`config.mk`:
```
export PLATFORM = sky130hd
export DESIGN_NAME = max_q_finder_flat
export DESIGN_NICKNAME = d
export VERILOG_FILES = /design/src/rtl/q_pkg.sv /design/src/rtl/max_q_finder_if.sv /design/src/rtl/max_q_finder.sv /design/src/flat_wrapper.sv
export SDC_FILE = /design/constraint.sdc
export NUM_CORES = 1
export LEC_CHECK = 0
export ABC_CLOCK_PERIOD_IN_PS = 3280
export BUFFER_PORTS_ARGS = -buffer_cell sky130_fd_sc_hd__buf_4
export CAP_MARGIN = 10
export CORE_AREA = 4 4 121 100
export DETAILED_ROUTE_END_ITERATION = 8
export DIE_AREA = 0 0 125 104
export PLACE_DENSITY = 0.57
export SYNTH_ARGS = -nofsm -noshare
export SYNTH_HDL_FRONTEND = slang
export SYNTH_SLANG_ARGS = --single-unit
```
`constraint.sdc`:
```
create_clock -name clk -period 3.28 [get_ports clk]
set_input_delay 0.164 -clock clk [delete_from_list [all_inputs] [get_ports clk]]
set_output_delay 0.164 -clock clk [all_outputs]
set_load 0.1 [all_outputs]
```
`src/rtl/q_pkg.sv`:
```
// Shared constants and FSM state type for the max-Q scan.
package q_pkg;
  localparam int Q_W     = 16;
  localparam int N_CELLS = 9;
  localparam int ADDR_W  = 4;

  localparam logic [ADDR_W-1:0] NO_ACTION = 4'hF;

  typedef enum logic [1:0] {
    IDLE,
    READ,
    DRAIN,
    DONE
  } state_t;
endpackage

```
`src/rtl/max_q_finder_if.sv`:
```
// Scan control, Q-table read port and result bundle of max_q_finder.
interface max_q_finder_if;
  import q_pkg::*;

  logic                     start;
  logic [N_CELLS-1:0]       legal_mask;
  logic                     q_rd_en;
  logic [ADDR_W-1:0]        q_rd_addr;
  logic signed [Q_W-1:0]    q_rd_data;
  logic                     busy;
  logic                     done;
  logic signed [Q_W-1:0]    max_Q;
  logic [ADDR_W-1:0]        max_action;
  logic                     no_legal;

  modport master (
    input  start, legal_mask, q_rd_data,
    output q_rd_en, q_rd_addr, busy, done, max_Q, max_action, no_legal
  );

  modport slave (
    output start, legal_mask, q_rd_data,
    input  q_rd_en, q_rd_addr, busy, done, max_Q, max_action, no_legal
  );
endinterface

```
`src/rtl/max_q_finder.sv`:
```
// Scans the nine Q entries of a state and returns the largest Q among legal
// cells plus its action index; lower index wins ties.
module max_q_finder
  import q_pkg::*;
(
  input  logic          clk,
  input  logic          rst_n,
  max_q_finder_if.master bus
);

  localparam logic [ADDR_W-1:0] LAST_ADDR = ADDR_W'(N_CELLS - 1);

  state_t                state;
  logic [N_CELLS-1:0]    mask;
  logic                  tag_vld_p1;
  logic [ADDR_W-1:0]     tag_addr_p1;
  logic                  found;
  logic signed [Q_W-1:0] best_q;
  logic [ADDR_W-1:0]     best_a;
  logic                  win;

  function automatic logic takes_lead(input logic have,
                                      input logic signed [Q_W-1:0] cand,
                                      input logic signed [Q_W-1:0] best);
    return !have || (cand > best);
  endfunction

  always_comb begin
    win = tag_vld_p1 && mask[tag_addr_p1] && takes_lead(found, bus.q_rd_data, best_q);
  end

  always_ff @(posedge clk or negedge rst_n) begin
    if (!rst_n) begin
      state          <= IDLE;
      mask           <= '0;
      tag_vld_p1     <= 1'b0;
      tag_addr_p1    <= '0;
      found          <= 1'b0;
      best_q         <= '0;
      best_a         <= '0;
      bus.q_rd_en    <= 1'b0;
      bus.q_rd_addr  <= '0;
      bus.busy       <= 1'b0;
      bus.done       <= 1'b0;
      bus.max_Q      <= '0;
      bus.max_action <= '0;
      bus.no_legal   <= 1'b0;
    end else begin
      // p1: tag each returning RAM word with the request issued last cycle
      tag_vld_p1  <= bus.q_rd_en;
      tag_addr_p1 <= bus.q_rd_addr;
      if (win) begin
        found  <= 1'b1;
        best_q <= bus.q_rd_data;
        best_a <= tag_addr_p1;
      end

      case (state)
        IDLE: begin
          if (bus.start) begin
            mask          <= bus.legal_mask;
            found         <= 1'b0;
            best_q        <= '0;
            best_a        <= '0;
            bus.q_rd_en   <= 1'b1;
            bus.q_rd_addr <= '0;
            bus.busy      <= 1'b1;
            state         <= READ;
          end
        end
        READ: begin
          if (bus.q_rd_addr == LAST_ADDR) begin
            bus.q_rd_en <= 1'b0;
            state       <= DRAIN;
          end else begin
            bus.q_rd_addr <= bus.q_rd_addr + 1'b1;
          end
        end
        DRAIN: begin
          // Last word is compared this cycle, so results fold it in directly
          if (!(found || win)) begin
            bus.max_Q      <= '0;
            bus.max_action <= NO_ACTION;
            bus.no_legal   <= 1'b1;
          end else begin
            bus.max_Q      <= win ? bus.q_rd_data : best_q;
            bus.max_action <= win ? tag_addr_p1 : best_a;
            bus.no_legal   <= 1'b0;
          end
          bus.busy <= 1'b0;
          bus.done <= 1'b1;
          state    <= DONE;
        end
        DONE: begin
          bus.done <= 1'b0;
          state    <= IDLE;
        end
        default: state <= IDLE;
      endcase
    end
  end

endmodule
```
`src/flat_wrapper.sv`:
```
// flat-port wrapper written by rule: the top's interface ports become plain ports
module max_q_finder_flat import q_pkg::*;
  (clk, rst_n, bus_start, bus_legal_mask, bus_q_rd_data, bus_q_rd_en, bus_q_rd_addr, bus_busy, bus_done, bus_max_Q, bus_max_action, bus_no_legal);
  max_q_finder_if bus_i ();
  input  logic clk;
  input  logic rst_n;
  input wire logic [$bits(bus_i.start)-1:0] bus_start;
  input wire logic [$bits(bus_i.legal_mask)-1:0] bus_legal_mask;
  input wire logic [$bits(bus_i.q_rd_data)-1:0] bus_q_rd_data;
  output wire logic [$bits(bus_i.q_rd_en)-1:0] bus_q_rd_en;
  output wire logic [$bits(bus_i.q_rd_addr)-1:0] bus_q_rd_addr;
  output wire logic [$bits(bus_i.busy)-1:0] bus_busy;
  output wire logic [$bits(bus_i.done)-1:0] bus_done;
  output wire logic [$bits(bus_i.max_Q)-1:0] bus_max_Q;
  output wire logic [$bits(bus_i.max_action)-1:0] bus_max_action;
  output wire logic [$bits(bus_i.no_legal)-1:0] bus_no_legal;
  assign bus_i.start = bus_start;
  assign bus_i.legal_mask = bus_legal_mask;
  assign bus_i.q_rd_data = bus_q_rd_data;
  assign bus_q_rd_en = bus_i.q_rd_en;
  assign bus_q_rd_addr = bus_i.q_rd_addr;
  assign bus_busy = bus_i.busy;
  assign bus_done = bus_i.done;
  assign bus_max_Q = bus_i.max_Q;
  assign bus_max_action = bus_i.max_action;
  assign bus_no_legal = bus_i.no_legal;
  max_q_finder u_core (.clk(clk), .rst_n(rst_n), .bus(bus_i));
endmodule
```
Yosys cells after proc, flatten, opt, wreduce, memory -nomap -nowiden:

Cells that the tools add are included.

* register bits: 65
* input bits: 28
* output and inout port bits: 28
* logic and storage cells: 63

* add/sub/neg operators: 1
* order comparisons: 2
* equal/unequal tests: 7
* muxes and demuxes: 25
* reductions and logical operators: 14

Operators with widths (number)
* 16-bit two-way mux: 4
* 4-bit two-way mux: 6
* 16-bit greater-than comparator: 1
* 2-bit case mux with 4 select lines: 1
* 4-bit case mux with 2 select lines: 1
* 1-bit two-way mux: 7
* 1-bit case mux with 2 select lines: 3
* 2-bit AND reduction: 3
* 3-bit AND reduction: 2
* 2-bit nonzero test: 3
* 4-bit by 5-bit less-than comparator with 1-bit output, second input constant: 1
* 4-bit by 1-bit adder with 4-bit output, second input constant: 1
* 1-bit binary-select mux with 4-bit select: 1
* 2-bit equality test, second input constant: 2
* 4-bit equality test, second input constant: 1
* 2-bit two-way mux: 2
* 2-bit inequality test, second input constant: 2
* 2-bit by 1-bit equality test with 1-bit output, second input constant: 1
* 1-bit logical AND: 2
* 2-bit zero test: 1
* 1-bit logical OR: 2
* 2-bit by 1-bit inequality test with 1-bit output, second input constant: 1
* 1-bit zero test: 1

Depth between registers and ports, before layout:

* word-level depth: 7
* gate-level depth with buffers: 9
* mapped depth without buffers: 8

Worst setup path before layout:

No wires, ideal clock.

* kind: reg-to-reg
* start: register u_core.tag_addr_p1[0]
* end: register u_core.bus.max_Q[10]
* data arrival time: 2140 ps
* required time: 3154 ps
* slack: 1014 ps
* cell stages (with the launch flop): 8
* clock period less this slack: 2266 ps
* path through: dfrtp_1 -> mux4_1 -> mux2_2 -> o211a_1 -> buf_6 -> and2_4 -> buf_6 -> a311o_1

* cells in the longest elaborated chain, start to end: 6

Ends and longest elaborated chain
* from (decl): line max_q_finder.sv:16 `logic [ADDR_W-1:0] tag_addr_p1;`
* from (signal assigned): line max_q_finder.sv:51 `tag_addr_p1 <= bus.q_rd_addr;`
* 1-bit binary-select mux with 4-bit select (*): line max_q_finder.sv:29 `win = tag_vld_p1 && mask[tag_addr_p1] && takes_lead(found, bus.q_rd_data, best_q);`
* 1-bit two-way mux (implied by the code) (*): line max_q_finder.sv:29
* 1-bit logical AND (*) (2 in a row): line max_q_finder.sv:29
* 16-bit two-way mux / 1-bit logical OR (equally long branches): line max_q_finder.sv:86, max_q_finder.sv:81
* 16-bit two-way mux (*): line max_q_finder.sv:81 `if (!(found || win)) begin`
* to (signal assigned): line max_q_finder.sv:86 `bus.max_Q <= win ? bus.q_rd_data : best_q;`
* to (decl): line max_q_finder_if.sv:18 `output q_rd_en, q_rd_addr, busy, done, max_Q, max_action, no_legal`

Mark *: on every way between the ends. The rest lies on a longest branch, timed or not. The select of a mux whose other input is x is not followed.
A chain may end at the register's enable or synchronous reset.

Final worst setup path:

* start: register u_core.tag_addr_p1[0]
* end: register u_core.bus.max_Q[8]

Same word-level chain as after synthesis.

==> key figures <==
Logic synthesis
  – Post-synth cell types: 38
  – Synth Flop Type: dfrtp_1
  – Mapped Cells: 398
  – Post-Syn Area: 3740 µm²
  – Commonest cells in the netlist: 73 x nand2_1, 65 x dfrtp_1, 34 x inv_1, 29 x nor2_1
  – Async SR Flop Fraction: 1.000
  – Share of the synthesized area in the top cell type: 0.4349
  – Total of warnings raised by yosys: 0
  – Area leader, netlist: dfrtp_1
  – Sequential fraction of the synthesis area: 0.4349
  – Syn_area_per_cell: 9.397 µm²
  – Synth area leaders: dfrtp_1 43%, ha_1 7.4%, nand2_1 7.3%, mux2i_1 5.9%, inv_1 3.4%
  – Synth Net Count: 448
  – Count leader, synth: nand2_1
  – Synthesized flop and latch total: 65
  – Post-synth EDFFs: 0

Global route
  – First-pass GRT wire length: 15620 µm
  – Gr ovfl total: 0
  – GRT Max-Usage Layer: met2
  – Largest net degree at the start of global routing: 66
  – Number of global-route vias before repair: 3166
  – Met1 usage: 0.1916
  – M3 GR Usage: 0.04055
  – GRT Resource Usage Total: 0.1465
  – M2 GR Usage: 0.2333
  – Initial antenna violation count: 0

Die
  – Die area: 13000 µm²
  – Row cnt: 34
  – Die width: 125 µm
  – Core footprint: 10810 µm²
  – IO Pins: 56
  – Initial core utilization: 0.3461
  – Die height: 104 µm

Routing
  – Initial DRC Count: 264
  – WL/cell: 15.12 µm
  – Vias: 3098
  – Via density: 5.198
  – DR DRC count: 0
  – DRT Pass-1 Iters: 4
  – Post-DRT Antenna Nets: 0
  – Drt total wl: 9014 µm

Worst setup path
  – CP max FO: 26
  – Cell family with most CP delay: compound AO/OA/AOI/OAI gates
  – Crit path cell chain: mux4_1 -> mux2_2 -> o211a_1 -> buf_4 -> nand3_1 -> o221ai_1 -> a311o_1
  – Worst setup path class: reg -> reg
  – Startpoint types: register
  – WP buf/inv: 1
  – Crit-path slowest cell: mux4_1
  – Crit-path max cell delay: 0.59 ns
  – Required time worst endpoint: 3.49 ns
  – CP endpoint kind: register
  – CP arrival: 3.00 ns

Place
  – Placed cell areas: 4278 µm²
  – Hpwl dp: 6088 µm
  – GPL Wtd Cong: 0.7788
  – Port bufs: 55

STA
  – Clk_skew: 0.004838 ns
  – RSZ-0062 raised after global routing: false
  – Rel. slew slack: 0.3360
  – Actual slew at the worst max-slew pin: 0.9924 ns
  – Post-route setup TNS: 0 ns
  – Fmax: 358.9 MHz
  – Final count of pins violating max slew: 0
  – Final hold violations: 0
  – Period utilisation layout: 0.8495
  – Final min period: 2.786 ns
  – Setup violators final: 0

Clocking
  – Clock transition at path regs: 0.06 ns
  – Clk sinks: 65
  – CTS tree: built
  – H-Tree Depth: 3
  – Hold buffer count at CTS: 1
  – Total CTS buffers: 9
  – Maximum root-to-sink buffer count: 2
  – Root buffer cell: clkbuf_16
  – CTS resizes: 0
  – Post CTS Setup Buffer Count: 0
  – Skew-Pair Late Insertion Delay: 0.33 ns

Final layout
  – Nets: 497
  – Fin area: 4608 µm²
  – ANT cells: 0
  – Layout cell share with drive strength beyond 1: 0.2013
  – Area Overhead vs Synth: 23.22%
  – Finished Core Util: 0.4265

Worst hold path
  – HP Class: in -> reg

Outcome
  – Status: completed

Run
  – Max Cap Violations: 0
-- metal layers --
layer  vias up  share of wire
met2        82           0.45
met4         0          0.023
met3        16          0.067
met5         -              0
met1      1488           0.46
li1       1512              -
-- layout make-up --
cell class / instances / area (µm²)
well taps: 144 / 180.2
multi-input cells: 274 / 1866
fillers: 1102 / 6197
clock inverters: 7 / 95.09
repair buffers: 63 / 488.0
clock buffers: 9 / 225.2
inverters: 34 / 127.6
flip-flops and latches: 65 / 1627
-- cells in the final DEF (no fill, tap or decap), types with 8 or more instances in the layout --
cell       count
nand2_1       73
dfrtp_1       65
buf_4         61
inv_1         34
nor2_1        29
mux2i_1       22
ha_1          22
nand3_1       17
o221ai_1      14
mux2_2        11
a21oi_1       10
nor3_1        10
a311o_1        9
clkbuf_16      9
o21ai_0        8
-- metrics by stage --
| step | setup WS (ns) | hold WS, ns | std cells |
|---|---|---|---|
| floorplan | 1.014 | -0.1316 | 398 |
| global placement | 0.5744 | 0.3312 | 579 |
| detailed placement | 0.4930 | 0.3251 | 579 |
| CTS | 0.4810 | 0.04946 | 596 |
| global route | 0.2940 | 0.05881 | 596 |
| finish | 0.4936 | 0.06158 | 596 |
-- cell families (layout without fill, tap and decap cells) --
kind of cell    Yosys count  after routing  share of synthesized area
simple gates            147            147                     0.1733
mux                      35             35                     0.1061
flops                    65             65                     0.4349
fa+ha+maj                22             22                    0.07360
compound gates           70             70                     0.1449
buf+inv                  59            113                    0.06724
-- worst register-to-register path, cell delays in order, from the launching register on --
cell and delay, ns:
dfrtp_1 0.44, mux4_1 0.59, mux2_2 0.27, o211a_1 0.50, buf_4 0.33, nand3_1 0.09, o221ai_1 0.11, a311o_1 0.33
-- final timing paths --
path                       depth (start not counted)              endpoint                  start  slack, ns
hold / removal                                     2        u_core.mask[4]      bus_legal_mask[4]       0.06
min in group asynchronous                          2  u_core.bus.max_Q[13]                  rst_n       0.47
setup / recovery                                   7   u_core.bus.max_Q[8]  u_core.tag_addr_p1[0]       0.49
setup reg to reg                                   7   u_core.bus.max_Q[8]  u_core.tag_addr_p1[0]       0.49
max in group asynchronous                          2   u_core.bus.max_Q[8]                  rst_n       2.27
hold reg to reg                                    0     u_core.tag_vld_p1     u_core.bus.q_rd_en       0.44
Power is not shown: default switching activity piles up to over one toggle a cycle in this logic, so the estimate is an artifact.
